$ cat src/rtl/mult_scheduler_if.sv
`default_nettype none
//------------------------------------------------------------------------------
// Module      : mult_scheduler_if
// Description : ID-stage request, forwarding context and scheduler results
//               exchanged with the multiplier scheduler.
// Revision    : 1.0 - initial release
//------------------------------------------------------------------------------
`ifndef REG_ADDR
`define REG_ADDR 5
`endif

interface mult_scheduler_if #(
    parameter int REG_ADDR = `REG_ADDR
);
    logic                id_valid;
    logic                id_is_mult;
    logic                id_regwrite;
    logic [REG_ADDR-1:0] id_dst_reg;
    logic [REG_ADDR-1:0] id_src1;
    logic [REG_ADDR-1:0] id_src2;
    logic [REG_ADDR-1:0] id_ex_dst_reg;
    logic [REG_ADDR-1:0] ex_mem_dst_reg;
    logic                id_ex_regwrite;
    logic                ex_mem_regwrite;
    logic                flush;
    logic                stall;
    logic                mult_issue;
    logic                m_wb_valid;
    logic [REG_ADDR-1:0] m_wb_dst;
    logic [2:0]          mult_inflight;
    logic [15:0]         stall_cnt;

    modport master (
        output id_valid, id_is_mult, id_regwrite, id_dst_reg, id_src1, id_src2,
               id_ex_dst_reg, ex_mem_dst_reg, id_ex_regwrite, ex_mem_regwrite, flush,
        input  stall, mult_issue, m_wb_valid, m_wb_dst, mult_inflight, stall_cnt
    );

    modport slave (
        input  id_valid, id_is_mult, id_regwrite, id_dst_reg, id_src1, id_src2,
               id_ex_dst_reg, ex_mem_dst_reg, id_ex_regwrite, ex_mem_regwrite, flush,
        output stall, mult_issue, m_wb_valid, m_wb_dst, mult_inflight, stall_cnt
    );
endinterface

`default_nettype wire

$ cat src/rtl/mult_scheduler.sv
`default_nettype none
//------------------------------------------------------------------------------
// Module      : mult_scheduler
// Description : Hazard detection and tracking for a fixed-latency multiplier
//               sharing the register-file write port with the ALU pipe.
// Revision    : 1.0 - initial release
//------------------------------------------------------------------------------
`ifndef REG_ADDR
`define REG_ADDR 5
`endif

module mult_scheduler #(
    parameter int MULT_LAT = 5,
    parameter int REG_ADDR = `REG_ADDR
) (
    input  wire logic        clk,
    input  wire logic        reset,
    mult_scheduler_if.slave  bus
);
    localparam int c_nreg = 1 << REG_ADDR;

    logic [MULT_LAT-1:0]               r_pipe_valid;
    logic [MULT_LAT-1:0]               r_pipe_wr;
    logic [MULT_LAT-1:0][REG_ADDR-1:0] r_pipe_dst;
    logic [c_nreg-1:0]                 r_busy;
    logic                              r_wb_valid;
    logic [REG_ADDR-1:0]               r_wb_dst;
    logic [15:0]                       r_stall_cnt;

    logic [c_nreg-1:0] w_busy_nxt;
    logic              w_raw;
    logic              w_waw;
    logic              w_fwd;
    logic              w_struct;
    logic              w_stall;
    logic              w_issue;
    logic              w_retire;
    logic [2:0]        w_inflight;

    // Multiplies read operands in ID, so they cannot take ALU results still in EX/MEM.
    always_comb begin
        w_raw = ((bus.id_src1 != '0) && r_busy[bus.id_src1]) ||
                ((bus.id_src2 != '0) && r_busy[bus.id_src2]);
        w_waw = bus.id_regwrite && (bus.id_dst_reg != '0) && r_busy[bus.id_dst_reg];
        w_fwd = bus.id_is_mult && (
                ((bus.id_src1 != '0) &&
                 ((bus.id_ex_regwrite  && (bus.id_src1 == bus.id_ex_dst_reg)) ||
                  (bus.ex_mem_regwrite && (bus.id_src1 == bus.ex_mem_dst_reg)))) ||
                ((bus.id_src2 != '0) &&
                 ((bus.id_ex_regwrite  && (bus.id_src2 == bus.id_ex_dst_reg)) ||
                  (bus.ex_mem_regwrite && (bus.id_src2 == bus.ex_mem_dst_reg)))));
        w_struct = bus.id_regwrite && !bus.id_is_mult && r_pipe_valid[1] && r_pipe_wr[1];
        w_stall  = bus.id_valid && !bus.flush && (w_raw || w_waw || w_fwd || w_struct);
        w_issue  = bus.id_valid && bus.id_is_mult && !w_stall && !bus.flush;
        w_retire = r_pipe_valid[MULT_LAT-1] && r_pipe_wr[MULT_LAT-1];
    end

    // Clear applied before set so a same-edge reissue of the register keeps it busy.
    always_comb begin
        w_busy_nxt = r_busy;
        if (w_retire) begin
            w_busy_nxt[r_pipe_dst[MULT_LAT-1]] = 1'b0;
        end
        if (w_issue && bus.id_regwrite && (bus.id_dst_reg != '0)) begin
            w_busy_nxt[bus.id_dst_reg] = 1'b1;
        end
        w_busy_nxt[0] = 1'b0;
    end

    always_comb begin
        w_inflight = '0;
        for (int k = 0; k < MULT_LAT; k++) begin
            w_inflight = w_inflight + 3'(r_pipe_valid[k]);
        end
    end

    always_ff @(posedge clk or negedge reset) begin
        if (!reset) begin
            r_pipe_valid <= '0;
            r_pipe_wr    <= '0;
            r_pipe_dst   <= '0;
            r_busy       <= '0;
            r_wb_valid   <= 1'b0;
            r_wb_dst     <= '0;
            r_stall_cnt  <= '0;
        end else begin
            r_pipe_valid <= {r_pipe_valid[MULT_LAT-2:0], w_issue};
            r_pipe_wr    <= {r_pipe_wr[MULT_LAT-2:0], bus.id_regwrite};
            for (int k = MULT_LAT - 1; k > 0; k--) begin
                r_pipe_dst[k] <= r_pipe_dst[k-1];
            end
            r_pipe_dst[0] <= bus.id_dst_reg;
            r_busy        <= w_busy_nxt;
            r_wb_valid    <= r_pipe_valid[MULT_LAT-1];
            r_wb_dst      <= r_pipe_dst[MULT_LAT-1];
            if (w_stall && (r_stall_cnt != 16'hFFFF)) begin
                r_stall_cnt <= r_stall_cnt + 16'd1;
            end
        end
    end

    assign bus.stall         = w_stall;
    assign bus.mult_issue    = w_issue;
    assign bus.m_wb_valid    = r_wb_valid;
    assign bus.m_wb_dst      = r_wb_dst;
    assign bus.mult_inflight = w_inflight;
    assign bus.stall_cnt     = r_stall_cnt;
endmodule

`default_nettype wire

$ cat src/flat_wrapper.sv
// flat-port wrapper written by rule: the top's interface ports become plain ports
module mult_scheduler_flat 
#(
    parameter int MULT_LAT = 5,
    parameter int REG_ADDR = `REG_ADDR
)
  (clk, reset, bus_id_valid, bus_id_is_mult, bus_id_regwrite, bus_id_dst_reg, bus_id_src1, bus_id_src2, bus_id_ex_dst_reg, bus_ex_mem_dst_reg, bus_id_ex_regwrite, bus_ex_mem_regwrite, bus_flush, bus_stall, bus_mult_issue, bus_m_wb_valid, bus_m_wb_dst, bus_mult_inflight, bus_stall_cnt);
  mult_scheduler_if #(.REG_ADDR(REG_ADDR)) bus_i ();
  input  wire logic clk;
  input  wire logic reset;
  input wire logic [$bits(bus_i.id_valid)-1:0] bus_id_valid;
  input wire logic [$bits(bus_i.id_is_mult)-1:0] bus_id_is_mult;
  input wire logic [$bits(bus_i.id_regwrite)-1:0] bus_id_regwrite;
  input wire logic [$bits(bus_i.id_dst_reg)-1:0] bus_id_dst_reg;
  input wire logic [$bits(bus_i.id_src1)-1:0] bus_id_src1;
  input wire logic [$bits(bus_i.id_src2)-1:0] bus_id_src2;
  input wire logic [$bits(bus_i.id_ex_dst_reg)-1:0] bus_id_ex_dst_reg;
  input wire logic [$bits(bus_i.ex_mem_dst_reg)-1:0] bus_ex_mem_dst_reg;
  input wire logic [$bits(bus_i.id_ex_regwrite)-1:0] bus_id_ex_regwrite;
  input wire logic [$bits(bus_i.ex_mem_regwrite)-1:0] bus_ex_mem_regwrite;
  input wire logic [$bits(bus_i.flush)-1:0] bus_flush;
  output wire logic [$bits(bus_i.stall)-1:0] bus_stall;
  output wire logic [$bits(bus_i.mult_issue)-1:0] bus_mult_issue;
  output wire logic [$bits(bus_i.m_wb_valid)-1:0] bus_m_wb_valid;
  output wire logic [$bits(bus_i.m_wb_dst)-1:0] bus_m_wb_dst;
  output wire logic [$bits(bus_i.mult_inflight)-1:0] bus_mult_inflight;
  output wire logic [$bits(bus_i.stall_cnt)-1:0] bus_stall_cnt;
  assign bus_i.id_valid = bus_id_valid;
  assign bus_i.id_is_mult = bus_id_is_mult;
  assign bus_i.id_regwrite = bus_id_regwrite;
  assign bus_i.id_dst_reg = bus_id_dst_reg;
  assign bus_i.id_src1 = bus_id_src1;
  assign bus_i.id_src2 = bus_id_src2;
  assign bus_i.id_ex_dst_reg = bus_id_ex_dst_reg;
  assign bus_i.ex_mem_dst_reg = bus_ex_mem_dst_reg;
  assign bus_i.id_ex_regwrite = bus_id_ex_regwrite;
  assign bus_i.ex_mem_regwrite = bus_ex_mem_regwrite;
  assign bus_i.flush = bus_flush;
  assign bus_stall = bus_i.stall;
  assign bus_mult_issue = bus_i.mult_issue;
  assign bus_m_wb_valid = bus_i.m_wb_valid;
  assign bus_m_wb_dst = bus_i.m_wb_dst;
  assign bus_mult_inflight = bus_i.mult_inflight;
  assign bus_stall_cnt = bus_i.stall_cnt;
  mult_scheduler #(.MULT_LAT(MULT_LAT), .REG_ADDR(REG_ADDR)) u_core (.clk(clk), .reset(reset), .bus(bus_i));
endmodule
$ cat config.mk
export PLATFORM = sky130hd
export DESIGN_NAME = mult_scheduler_flat
export DESIGN_NICKNAME = d
export VERILOG_FILES = /design/src/rtl/mult_scheduler_if.sv /design/src/rtl/mult_scheduler.sv /design/src/flat_wrapper.sv
export SDC_FILE = /design/constraint.sdc
export NUM_CORES = 1
export LEC_CHECK = 0
export ABC_AREA = 1
export CAP_MARGIN = 25
export CELL_PAD_IN_SITES_DETAIL_PLACEMENT = 1
export CELL_PAD_IN_SITES_GLOBAL_PLACEMENT = 1
export CORE_MARGIN = 2
export CORE_UTILIZATION = 37
export CTS_CLUSTER_SIZE = 25
export DETAILED_ROUTE_END_ITERATION = 7
export PLACE_DENSITY_LB_ADDON = 0.1
export RECOVER_POWER = 100
export SLEW_MARGIN = 0
export SYNTH_ARGS = -nofsm -noshare
export SYNTH_HDL_FRONTEND = slang
export SYNTH_SLANG_ARGS = --single-unit
$ cat constraint.sdc
create_clock -name clk -period 2.15 [get_ports clk]
set_input_delay 0.43 -clock clk [delete_from_list [all_inputs] [get_ports clk]]
set_output_delay 0.43 -clock clk [all_outputs]
set_load 0.05 [all_outputs]
# After elaboration in Yosys (flattened, before gate mapping)
# Cells that the tools add are included.
[totals]
reg_bits = 88
output_inout_bits = 27
elab_cells = 80
[classes]
addsub = 5
order_cmp = 6
n_eq_ne = 5
muxes = 12
n_bitwise = 3
n_reduce_logical = 38
[ops]
columns = ["operator", "count"]
rows = [
  ["$mux 32", 2],
  ["$and 32x32->32", 1],
  ["$not 32->32", 1],
  ["$or 32x32->32", 1],
  ["$logic_and 1x1->1", 25],
  ["$lt 5x6->1 const B", 4],
  ["$eq 5x5->1", 4],
  ["$add 16x1->16 const B", 1],
  ["$ne 16x16->1 const B", 1],
  ["$bmux 1 s5", 3],
  ["$reduce_bool 5->1", 3],
  ["$demux 1 s5", 2],
  ["$ge 5x1->1 const B", 2],
  ["$add 3x1->3", 3],
  ["$logic_or 1x1->1", 7],
  ["$mux 1", 5],
  ["$logic_not 1->1", 3],
  ["$add 1x1->2", 1],
]

# Logic depth before layout (Yosys ltp)
# Gate-level depths: netlist (run 1).
[logic_depth]
word_depth = 15
mapped_depth = 17
ltp_nobuf = 14

# Worst setup path after synthesis (run 1)
# No wires, ideal clock.
[synth_path]
kind = "in2out"
from = "input bus_id_src1[1]"
to = "output bus_mult_issue"
t_arrival_ns = 2.236
path_slack_ns = -0.516
path_stages = 12
n_path_buf = 3
cell_sequence = "buf_4 > inv_1 > buf_4 > nor2_1 > nand2_1 > nand3_1 > nand3_1 > nand3_1 > nand2_1 > nand4_4 > buf_2 > nor3_2"
[synth_via]
elab_chain_cells = 12
[synth_rtl]
columns = ["element", "line_no", "text"]
rows = [
  ["from (decl)", "flat_wrapper.sv:15", "input wire logic [$bits(bus_i.id_src1)-1:0] bus_id_src1;"],
  ["parallel branches: the longest is 6 deep, another holds $bmux 1 s5", "n/a", ""],
  ["$logic_or 1x1->1 * (2 in series)", "mult_scheduler.sv:53", "w_stall = bus.id_valid && !bus.flush && (w_raw || w_waw || w_fwd || w_struct);"],
  ["$logic_and 1x1->1 *", "mult_scheduler.sv:53", ""],
  ["$logic_not 1->1 *", "mult_scheduler.sv:54", "w_issue = bus.id_valid && bus.id_is_mult && !w_stall && !bus.flush;"],
  ["$logic_and 1x1->1 * (2 in series)", "mult_scheduler.sv:54", ""],
  ["to (decl)", "flat_wrapper.sv:23", "output wire logic [$bits(bus_i.mult_issue)-1:0] bus_mult_issue;"],
]
# Every way passes the cells marked *. The select of a mux whose other input is x is not followed.

# Worst setup path after layout (run 1)
[layout_path]
from = "register u_core.r_pipe_valid[0]"
to = "output bus_mult_inflight[1]"
[layout_via]
elab_chain_cells = 4
[layout_rtl]
columns = ["element", "line_no", "text"]
rows = [
  ["from (decl)", "mult_scheduler.sv:22", "logic [MULT_LAT-1:0] r_pipe_valid;"],
  ["from (signal assigned)", "mult_scheduler.sv:87", "r_pipe_valid <= {r_pipe_valid[MULT_LAT-2:0], w_issue};"],
  ["$add 1x1->2", "mult_scheduler.sv:73", "w_inflight = w_inflight + 3'(r_pipe_valid[k]);"],
  ["$add 3x1->3 (3 in series)", "mult_scheduler.sv:73", ""],
  ["to (decl)", "flat_wrapper.sv:26", "output wire logic [$bits(bus_i.mult_inflight)-1:0] bus_mult_inflight;"],
]
# Every way passes these cells.

==> reports/metrics.cfg, run 1 <==
[outcome]
outcome=finished, violations left
failed_checks=setup timing

[critical_path]
reg2reg_from=u_core.r_busy[4]
cp.required_ps=1720
r2r_setup_slack_ps=20
worst-path-max-fanout=2
arrival_ps=2560
cp-end-kind=output pin
cp_top_family=adder cells
critPathKind=reg2out
critPathMostFrequentCell=inv_2
critical_path.max_stage_delay_ps=550
crit_buf_inv=5
path_cells=ha_1, inv_2, fa_1, inv_2, ha_4, inv_2, fa_2, clkinvlp_4, buf_12
crit_start=u_core.r_pipe_valid[0]
crit_slowest_cell=fa_2
startpoint_type=flop

[timing]
skew_ps=6.89
finalSetupTns_ps=-2520
finalWorstSetupSlack_ps=-837
fin_crit_sh_pct=139
setup_violations=6
min_period_ps=2990
slew_viol_final=0
maxSlewHeadroom_pct=27.0
finalHoldViolations=0
worst_pin_slew_ps=1090
fmax_mhz=335
rsz0062_at_grt=yes

[placement]
place_area_um2=6430
place_inst=1012
gp_congestion=0.886
place_hpwl_um=13400
dp_slack_ps=-721
port_buffers=59

[global_route]
use_met3_pct=3.74
grt_overflow=0
grt_pass1_vias=5854
grt_max_degree=45
grt_antenna_before_repair=0
grt.busiest_layer=met2
grt_usage_pct=26.5
grtUsageMet1_pct=35.4
use_met2_pct=43.6
grt_pass1_wl_um=30500

[layout]
syn_to_final_growth_pct=35.4
fillers=1740
multiInputGateArea_um2=2750
num-nets-final=899
fin_cells=1046
postLayoutCellArea_um2=7080
drive_above_1_share_pct=18.2
seq_area_um2=2200
insertedDiodeCount=0

[floorplanning]
die_y_um=123
ios=60
coreArea_um2=13800
rows=43
die_w_um=123
start_util_pct=37.8
die-area_um2=15100

[routing]
wirelength_um=18900
avgRoutedWirePerCell_um=18.1
drc_errors=0
drt_iter0_markers=298
ant_nets=0
dr_total_vias=5485
routed_via_density=5.24
firstDrtPassIters=5

[clock_network]
path_clk_slew_ps=60
cts_tree=done
root_buffer=clkbuf_16
clock_sinks=88
max-clock-path-buffers=2
hold_buffers=0
cts_made_buffers=9
clock_latency_ps=350
htree_levels=3

[synth]
syn_nets=779
syn-cell-area_um2=5230
synth_area_per_cell_um2=7.06
synth_cell_types=30
ys_ff_latch=88
yosysWarnings=0
syn_inst=741
seq_area_frac_synth_pct=42.1

[power]
power-per-cell-area_nw_per_um2=602
ir_drop_v=0.000459
total_power_uw=4260
power_leakage_uw=0.00339

[worst_hold_path]
worstHoldPathType=in2async

[flow_run]
maxCapViolCount=0

-- cells in the mapped netlist, drive strengths merged --
cell	count	area, µm²
fa	2	40.0
o211ai	8	60.1
nand4	52	340
nand3	59	308
nand2	271	1020
xnor2	6	52.6
xor2	8	70.1
dfrtp	88	2200
inv	78	295
o21ai	39	195
nor2	77	299
or2	2	12.5
clkbuf	2	7.51
a31oi	1	6.26
nor3	10	55.1
a21oi	6	30.0
ha	3	37.5
buf	26	178
nor4	3	18.8
-- stage by stage --
stage,hold WS [ps],util (%)
4_1_cts,80.8,51.3
3_3_place_gp,332,46.5
3_5_place_dp,336,46.5
5_1_grt,354,51.2
2_1_floorplan,134,-
6_report,277,51.2
-- cell usage in the layout (no fill, tap or decap), types with 4 or more instances in the layout --
| cell type | count |
|---|---|
| xor2_1 | 8 |
| a21oi_1 | 6 |
| inv_2 | 15 |
| buf_12 | 9 |
| dlygate4sd3_1 | 8 |
| o211ai_1 | 8 |
| nand4_1 | 51 |
| buf_6 | 16 |
| nand3_1 | 52 |
| nand2_1 | 258 |
| clkbuf_16 | 9 |
| buf_4 | 47 |
| clkdlybuf4s50_1 | 18 |
| dfrtp_1 | 87 |
| nand2_2 | 10 |
| nor2_1 | 73 |
| o21ai_1 | 4 |
| xnor2_1 | 6 |
| dlygate4sd2_1 | 17 |
| clkbuf_1 | 5 |
| nor3_4 | 7 |
| nand3_2 | 6 |
| inv_1 | 57 |
| o21ai_0 | 35 |
| inv_6 | 4 |
-- state kept, by name (all words and copies together), names as in the netlist --
register and cells:
u_core.r_busy 31, u_core.bus.m_wb_valid 1, u_core.bus.m_wb_dst 5, u_core.r_pipe_valid 5, u_core.r_pipe_wr 5, u_core.r_pipe_dst 25, u_core.bus.stall_cnt 16
-- cell type report --
cell class	instances	area share [%]
multi-input combinational	548	38.8
sequential	88	31.1
timing repair buffer	136	18.4
inverter	78	4.52
clock buffer	10	3.23
tap	180	3.18
clock inverter	6	0.725
-- metal layers --
layer  share of wire, %  routed length (µm)
met1                 45                8480
met2                 48                9050
met3                4.3                 810
met4                2.9                 551
met5                  0                   0
-- path summary, 6_finish.rpt --
check / end / cells after the start
max: bus_mult_inflight[1] / 9
max in group asynchronous: u_core.bus.stall_cnt[1] / 2
min: u_core.r_pipe_dst[19] / 1
min in group clk: u_core.r_pipe_dst[16] / 0
min reg2reg: u_core.r_pipe_dst[16] / 0
max reg2reg: u_core.r_busy[21] / 15
-- report_power, final --
group,switching [µW],internal (µW),leakage (µW)
sequential,78.6,1730,0.000982
combinational,615,351,0.00227
clock,685,798,0.000134
total,1380,2880,0.00339
-- timing repair --
item,4_1_cts,5_1_grt
endpoints found under the setup margin,52,52
pin swaps,34,1
buffers inserted,14,2
cloned,4,1
gates resized for setup,116,9
-- cells by family after synthesis --
family	Yosys count	share of synthesized area [%]
AO/OA/AOI/OAI	54	5.57
flip-flops	88	42.1
adder cells (fa/ha/maj)	5	1.48
XOR/XNOR	14	2.34
buffers and inverters	106	9.19
AND/OR/NAND/NOR	474	39.3
(Power assumes the default switching activity.)
==> run 2, diff against run 1 <==
- CORE_UTILIZATION: 37 -> 38
- CTS_BUF_LIST: not set -> sky130_fd_sc_hd__clkbuf_8
- REMOVE_ABC_BUFFERS: not set -> 1
- SLEW_MARGIN: 0 -> not set
==> reports/metrics.cfg, run 2 (synthesis gave the netlist of run 1 again) <==
[floorplanning]
rows=42
die_y_um=121
start_util_pct=39.2
die-area_um2=14700
coreArea_um2=13300
ios=60
die_w_um=121

[critical_path]
critical_path.max_stage_delay_ps=490
critPathMostFrequentCell=inv_2
crit_slowest_cell=fa_1
cp-end-kind=output pin
worst-path-max-fanout=2
critPathKind=reg2out
arrival_ps=2470
path_cells=ha_1, inv_1, fa_1, inv_2, ha_4, inv_2, fa_1, inv_2, buf_12
startpoint_type=flop
cp.required_ps=1720

[clock_network]
cts_tree=done
clock_sinks=88
htree_levels=3
path_clk_slew_ps=90
root_buffer=clkbuf_8
cts_made_buffers=9
clock_latency_ps=370
max-clock-path-buffers=2

[timing]
maxSlewHeadroom_pct=65.5
worst_pin_slew_ps=516
min_period_ps=2900
rsz0062_at_grt=yes
finalWorstSetupSlack_ps=-751
finalSetupTns_ps=-2490
setup_violations=5
skew_ps=18.7
fin_crit_sh_pct=135
fmax_mhz=345
slew_viol_final=0
finalHoldViolations=0
whs_ps=354

[routing]
routed_via_density=5.40
route.met2.wl_um=9330
wl_met1_um=8350
drt_iter0_markers=374
wirelength_um=19000
drc_errors=0
firstDrtPassIters=5
met3WireLength_um=899
avgRoutedWirePerCell_um=18.4
dr_total_vias=5590
ant_nets=0
topRoutingLayerUsed=met4

[power]
power_leakage_uw=0.00343
ir_drop_v=0.000485
power-per-cell-area_nw_per_um2=571

[placement]
gp_congestion=0.882
place_hpwl_um=13500
port_buffers=59

[layout]
layout_commonest_cell=nand2_1
drive_above_1_share_pct=18.6
final_cell_mix=252 x nand2_1, 87 x dfrtp_1, 69 x nor2_1, 59 x inv_1, 53 x nand3_1
multiInputGateArea_um2=2740
regMostFlops=u_core.r_busy
insertedDiodeCount=0
largest_reg_flops=31
syn_to_final_growth_pct=32.8
seq_area_um2=2200
num-nets-final=892
fillers=1730

[flow_run]
maxCapViolCount=0

[worst_hold_path]
worstHoldPathType=reg2reg

[global_route]
grt_pass1_wl_um=30400
grt_overflow=0
grt_max_degree=60
grt_antenna_before_repair=0
grt_usage_pct=26.5
grt_pass1_vias=5720

[outcome]
failed_checks=setup timing
outcome=finished, violations left

## run 2: area by class of cell
class | count | area share (%)
clock inverters | 7 | 1.13
well taps | 176 | 3.17
multi-input cells | 548 | 39.4
clock buffers | 9 | 1.78
repair buffers | 129 | 18.5
inverters | 78 | 4.25
flip-flops and latches | 88 | 31.7
## run 2: path summary, 6_finish.rpt
path,start,to,slack [ps],depth (start not counted)
max reg2reg,u_core.r_busy[5],u_core.r_busy[29],60,16
min reg2reg,u_core.r_pipe_dst[4],u_core.r_pipe_dst[9],350,0
max,u_core.r_pipe_valid[0],bus_mult_inflight[1],-750,9
min,u_core.r_pipe_dst[4],u_core.r_pipe_dst[9],350,0
min in group asynchronous,reset,u_core.r_busy[21],520,2
max in group asynchronous,reset,u_core.r_busy[2],970,3
## run 2: timing repair
item                       in CTS  in global routing
cloned                          2                  2
setup endpoints to repair      52                 56
buffers inserted                3                  5
hold buffers                    1                  0
resized for setup              67                 50
pin swaps                       7                 21
hold endpoints to repair       27                  0
## run 2: routing by layer
metal / vias to the layer above / global-route usage [%]
li1: 2617 / -
met1: 2762 / 35.9
met2: 179 / 43.8
met3: 32 / 4.04
met4: 0 / 8.19
met5: - / 0
## run 2: metrics by stage
stage          area (µm²)  setup slack, ps  power, µW  utilization, %  instances
2_1_floorplan        5040             -465       2280               -        713
3_3_place_gp         6390             -806       2690            47.9       1006
3_5_place_dp         6390             -850       2730            47.9       1006
4_1_cts              6770             -787       3950            50.7       1028
5_1_grt              6950             -839       4150            52.0       1035
6_report             6950             -751       3970            52.0       1035
## run 2: critical path, delay by kind of cell (launching register included)
family,cells,cell delay [ps]
fa+ha+maj,4,1340
buf+inv,5,380
flops,1,390
## run 2: power breakdown
part	leakage (µW)	internal [µW]	switching, µW
logic	0.00234	348	615
clock network	0.000104	552	646
registers	0.000982	1730	73.6
total	0.00343	2630	1330
